`config.mk`:
```
export PLATFORM = sky130hd
export DESIGN_NAME = fetch_unit
export DESIGN_NICKNAME = d
export VERILOG_FILES = /design/src/rtl/fetch_unit.sv
export SDC_FILE = /design/constraint.sdc
export NUM_CORES = 1
export LEC_CHECK = 0
export CAP_MARGIN = 5
export CORE_MARGIN = 4
export CORE_UTILIZATION = 25
export CTS_BUF_LIST = sky130_fd_sc_hd__clkbuf_4
export DETAILED_ROUTE_END_ITERATION = 8
export PLACE_DENSITY = 0.44
export SKIP_LAST_GASP = 1
export SYNTH_ARGS = -nofsm -noshare
export SYNTH_HDL_FRONTEND = slang
export SYNTH_SLANG_ARGS = --single-unit
```
`constraint.sdc`:
```
create_clock -name clk -period 4.1 [get_ports clk]
set_clock_uncertainty 0.1 [all_clocks]
set_input_delay 0.41 -clock clk [delete_from_list [all_inputs] [get_ports clk]]
set_output_delay 0.41 -clock clk [all_outputs]
set_load 0.05 [all_outputs]
```
`src/rtl/fetch_unit.sv`:
```
// Instruction-fetch stage: owns the PC, fetches words from the I-cache over a
// req/valid handshake and feeds the IF/ID register, with a one-entry skid buffer.
module fetch_unit #(
    parameter int                   WORD_SIZE = 16,
    parameter logic [WORD_SIZE-1:0] RESET_PC  = 16'h0000,
    parameter logic [WORD_SIZE-1:0] NOP_INST  = 16'hB000
) (
    input  logic                 clk,
    input  logic                 reset_n,
    output logic                 i_mem_req,
    output logic [WORD_SIZE-1:0] i_mem_addr,
    input  logic                 i_mem_valid,
    input  logic [WORD_SIZE-1:0] i_mem_data,
    input  logic                 stall,
    input  logic                 redirect_valid,
    input  logic [WORD_SIZE-1:0] redirect_pc,
    input  logic                 halt,
    output logic [WORD_SIZE-1:0] if_id_inst,
    output logic [WORD_SIZE-1:0] if_id_seq_pc,
    output logic                 if_id_valid
);

    localparam logic [1:0] IDLE   = 2'd0;
    localparam logic [1:0] REQ    = 2'd1;
    localparam logic [1:0] SQUASH = 2'd2;
    localparam logic [1:0] HALTED = 2'd3;

    logic [1:0]           state_q, state_d;
    logic [WORD_SIZE-1:0] pc_q, pc_d;
    logic [WORD_SIZE-1:0] redir_pc_q, redir_pc_d;
    logic                 skid_valid_q, skid_valid_d;
    logic [WORD_SIZE-1:0] skid_inst_q, skid_inst_d;
    logic [WORD_SIZE-1:0] skid_seq_pc_q, skid_seq_pc_d;
    logic [WORD_SIZE-1:0] inst_q, inst_d;
    logic [WORD_SIZE-1:0] seq_pc_q, seq_pc_d;
    logic                 valid_q, valid_d;
    logic [WORD_SIZE-1:0] pc_inc;

    assign pc_inc       = pc_q + 1'b1;
    assign i_mem_req    = (state_q == REQ) || (state_q == SQUASH);
    assign i_mem_addr   = pc_q;
    assign if_id_inst   = inst_q;
    assign if_id_seq_pc = seq_pc_q;
    assign if_id_valid  = valid_q;

    // IF/ID defaults to a bubble; a redirect outranks a stall, which outranks a load.
    always_comb begin
        state_d       = state_q;
        pc_d          = pc_q;
        redir_pc_d    = redir_pc_q;
        skid_valid_d  = skid_valid_q;
        skid_inst_d   = skid_inst_q;
        skid_seq_pc_d = skid_seq_pc_q;
        inst_d        = NOP_INST;
        seq_pc_d      = seq_pc_q;
        valid_d       = 1'b0;

        if (state_q != HALTED) begin
            if (redirect_valid) begin
                skid_valid_d = 1'b0;
            end else if (stall) begin
                inst_d  = inst_q;
                valid_d = valid_q;
            end

            case (state_q)
                IDLE: begin
                    if (skid_valid_q && !stall && !redirect_valid) begin
                        inst_d       = skid_inst_q;
                        seq_pc_d     = skid_seq_pc_q;
                        valid_d      = 1'b1;
                        skid_valid_d = 1'b0;
                    end
                    if (halt) begin
                        state_d = HALTED;
                    end else if (redirect_valid) begin
                        pc_d    = redirect_pc;
                        state_d = REQ;
                    end else if (!skid_valid_q) begin
                        state_d = REQ;
                    end
                end
                REQ: begin
                    if (i_mem_valid) begin
                        if (redirect_valid) begin
                            pc_d    = redirect_pc;
                            state_d = halt ? IDLE : REQ;
                        end else if (!stall) begin
                            inst_d   = i_mem_data;
                            seq_pc_d = pc_inc;
                            valid_d  = 1'b1;
                            pc_d     = pc_inc;
                            state_d  = halt ? IDLE : REQ;
                        end else begin
                            skid_valid_d  = 1'b1;
                            skid_inst_d   = i_mem_data;
                            skid_seq_pc_d = pc_inc;
                            pc_d          = pc_inc;
                            state_d       = IDLE;
                        end
                    end else if (redirect_valid) begin
                        redir_pc_d = redirect_pc;
                        state_d    = SQUASH;
                    end
                end
                SQUASH: begin
                    // The outstanding word belongs to the old path and is discarded.
                    if (redirect_valid) begin
                        redir_pc_d = redirect_pc;
                    end
                    if (i_mem_valid) begin
                        pc_d    = redirect_valid ? redirect_pc : redir_pc_q;
                        state_d = halt ? IDLE : REQ;
                    end
                end
                default: begin
                end
            endcase
        end
    end

    always_ff @(posedge clk or negedge reset_n) begin
        if (!reset_n) begin
            state_q       <= IDLE;
            pc_q          <= RESET_PC;
            redir_pc_q    <= '0;
            skid_valid_q  <= 1'b0;
            skid_inst_q   <= NOP_INST;
            skid_seq_pc_q <= '0;
            inst_q        <= NOP_INST;
            seq_pc_q      <= '0;
            valid_q       <= 1'b0;
        end else begin
            state_q       <= state_d;
            pc_q          <= pc_d;
            redir_pc_q    <= redir_pc_d;
            skid_valid_q  <= skid_valid_d;
            skid_inst_q   <= skid_inst_d;
            skid_seq_pc_q <= skid_seq_pc_d;
            inst_q        <= inst_d;
            seq_pc_q      <= seq_pc_d;
            valid_q       <= valid_d;
        end
    end

endmodule

```
==> metrics.yaml <==
synth_seq_cells: 100
crit_required_ns: 4.42
peakVddDrop_mv: 0.2507
p_comb_frac: 0.515
start_kind: "flip-flop"
cts-root-buf: "clkbuf_4"
timing.rr.start: "state_q[1]$_DFFE_PN0P_"
worst_slew_pin_slew_ns: 1.066
final_cell_mix: "dfrtp_1, clkdlybuf4s50_1, nor2_1"
die_y_um: 147.6
multi_input_area_mm2: 0.002197
start_util: 0.2570
regArea_mm2: 0.002510
synth_top_area_frac: 0.4828
path_class: "reg -> reg"
grt_pass1_vias: 3984
worst-r2r-setup-slack_ns: 1.08
yosysTopAreaCell: "dfrtp_1"
htreeDepth: 3
first_pass_iters: 5
max_slew_margin: 0.2863
synth_edf_count: 0
pin_count: 88
hold_viol: 0
portBuffers: 87
std_cell_rows: 50
syn-num-nets: 519
maxCapViolations: 0
yosysWarnings: 0
powerDensity_mw_per_mm2: 799.1
clk_latency_ns: 0.47
p_seq_frac: 0.348
grt_overflow_total: 0
status: "complete, no violations"
synth_area_mm2: 0.004872
syn_inst: 476
routed_wl_um: 14200
final_common_cell: "dfrtp_1"
post-place-cells: 803
nets: 599
rsz0062_at_grt: "false"
clock.fmax_ghz: 0.3314
ys_types: 52
drive_gt1_frac: 0.1301
pre_cts_slack_ns: 1.024
fin_cells: 822
vias_per_cell: 4.853
grt_pass1_wl_um: 23090
grt_max_degree: 47
syn2layout_area_growth_pct: 27.56
synth_top_flop_cell: "dfrtp_1"
drc_errors: 0
avgSynthCellArea_um2: 10.24
stdcell_area_mm2: 0.006215
post_synth_main_area_contributors: "dfrtp_1, mux2_2, nor2_1, a222oi_1, dfstp_2"
layout_min_cycle_time_ns: 3.017
timing.final.ws_setup_ns: 1.083
p_sw_w: 0.002294
setup_viol: 0
track_usage: 0.1345
crit_path_max_fanout: 30
chipWidth_um: 147.6
p_int_w: 0.002672
dp_hpwl_um: 10260
p_leak_nw: 2.542
core_mm2: 0.01896
cts_tree: "built"
power_frac_clock: 0.137
die_area_mm2: 0.02179
period_share: 0.7359
fin_setup_tns_ns: 0
switching_share: 0.4619
hp-class: "in -> async"
final_max_slew_viol_count: 0
r2r_cells: 8
cts_resized: 0
crit_arrival_ns: 3.34
detailroute.via_count: 3989
ys_async_sr_fraction: 1.000
wl_per_cell_um: 17.28
antenna_found_initial: 1
cts_buffers: 9
postRouteAntennaNets: 0
cts.sinks: 100
clockBufferDepth: 2
gp_congestion: 0.7767
seq_area_frac_synth: 0.5152
path_clk_slew_ns: 0.17
nFillCells: 1932
cp-end-kind: "flip-flop"
reg2reg_to: "if_id_seq_pc[7]$_DFFE_PN0P_"
place_area_mm2: 0.006006
drt_iter0_drc: 317
-- critical path, stage by stage (launching register included) --
cell,delay (ns)
dfrtp_1,0.44
inv_1,0.10
ha_1,0.30
buf_4,0.38
mux2i_1,0.12
or4_4,0.48
or2_1,0.58
a211oi_1,0.35
a21o_1,0.12
-- kinds of logic (layout without fill, tap and decap cells) --
kind of cell               Yosys count  count (layout)  synth area share
and+or+nand+nor                    144             144            0.1328
other                                0               1                 0
xor gates and xnor gates            14              14           0.02517
DFF                                100             100            0.5152
muxes                               41              41           0.09322
buffers and inverters               38             123           0.03595
AOI/OAI and AO/OA                  134             134            0.1849
adders and majority gates            5               5           0.01284
-- registers in the layout, indices dropped and copies added, names as in the netlist --
| name | flops |
|---|---|
| redir_pc_q | 16 |
| skid_valid_q | 1 |
| if_id_inst | 16 |
| skid_inst_q | 16 |
| i_mem_addr | 16 |
| skid_seq_pc_q | 16 |
| state_q | 2 |
| if_id_valid | 1 |
| if_id_seq_pc | 16 |
-- synth_stat cells (all sizes together) (2+ instances only) --
library cell / instances
ha: 5
o211a: 2
a211oi: 11
nor2b: 3
a21oi: 31
nor3: 8
o211ai: 3
mux2: 35
dfrtp: 94
clkbuf: 18
a21o: 9
xnor2: 12
a31oi: 7
o31ai: 5
nor3b: 3
nand2: 30
buf: 12
nand3: 8
nor2: 78
and3: 4
mux2i: 6
nand2b: 2
o21ai: 34
xor2: 2
dfstp: 6
a222oi: 17
a32oi: 2
o221ai: 2
inv: 8
a22oi: 2
nand4: 3
-- per-stage QoR --
| stage | total power (W) | utilization | hold WS [ns] |
|---|---|---|---|
| CTS | 0.005013 | 0.3273 | 0.2801 |
| global route | 0.005309 | 0.3279 | 0.3255 |
| floorplan | 0.003475 | - | 0.01441 |
| finish | 0.004966 | 0.3279 | 0.3005 |
| global placement | 0.004292 | 0.3168 | 0.2936 |
| detailed placement | 0.004334 | 0.3168 | 0.2915 |
-- power groups by stage --
stage | Combinational (W) | Clock, W | Sequential [W]
after CTS | 0.00258 | 0.000697 | 0.00173
after global placement | 0.00255 | 0 | 0.00175
final | 0.00256 | 0.000681 | 0.00173
after detailed placement | 0.00258 | 0 | 0.00176
after floorplan | 0.00127 | 0 | 0.00220
after global routing | 0.00278 | 0.000742 | 0.00179
-- routing by layer --
layer	up-vias	GRT usage	share of wire
li1	1897	-	-
met1	1990	0.1890	0.47
met2	88	0.2111	0.47
met3	14	0.01839	0.035
met4	0	0.05079	0.017
met5	-	0	0
-- final cells by class --
| class | count | share of cell area |
|---|---|---|
| clock buffer | 9 | 0.01087 |
| antenna | 1 | 0.0004027 |
| tap | 260 | 0.05235 |
| clock inverter | 7 | 0.01953 |
| sequential | 100 | 0.4039 |
| inverter | 8 | 0.004832 |
| timing repair buffer | 99 | 0.1546 |
| multi-input combinational | 338 | 0.3535 |
-- worst max-delay path by stage --
stage	from	to	slack (ns)	depth (start not counted)
global route	state_q[1]$_DFFE_PN0P_	if_id_seq_pc[8]$_DFFE_PN0P_	0.82	8
finish	state_q[1]$_DFFE_PN0P_	if_id_seq_pc[7]$_DFFE_PN0P_	1.08	8
global placement	state_q[1]$_DFFE_PN0P_	if_id_seq_pc[14]$_DFFE_PN0P_	1.09	8
floorplan	state_q[1]$_DFFE_PN0P_	if_id_seq_pc[13]$_DFFE_PN0P_	1.87	10
CTS	state_q[1]$_DFFE_PN0P_	if_id_seq_pc[14]$_DFFE_PN0P_	0.99	8
detailed placement	state_q[1]$_DFFE_PN0P_	if_id_seq_pc[14]$_DFFE_PN0P_	1.02	8
-- timing repair --
| action | 4_1_cts | 5_1_grt |
|---|---|---|
| endpoints found under the hold margin | 30 | 0 |
| endpoints found under the setup margin | 0 | 0 |
| buffers inserted | 0 | 0 |
| hold buffers | 1 | 0 |
Note: power is estimated with default switching activity, not from simulation.
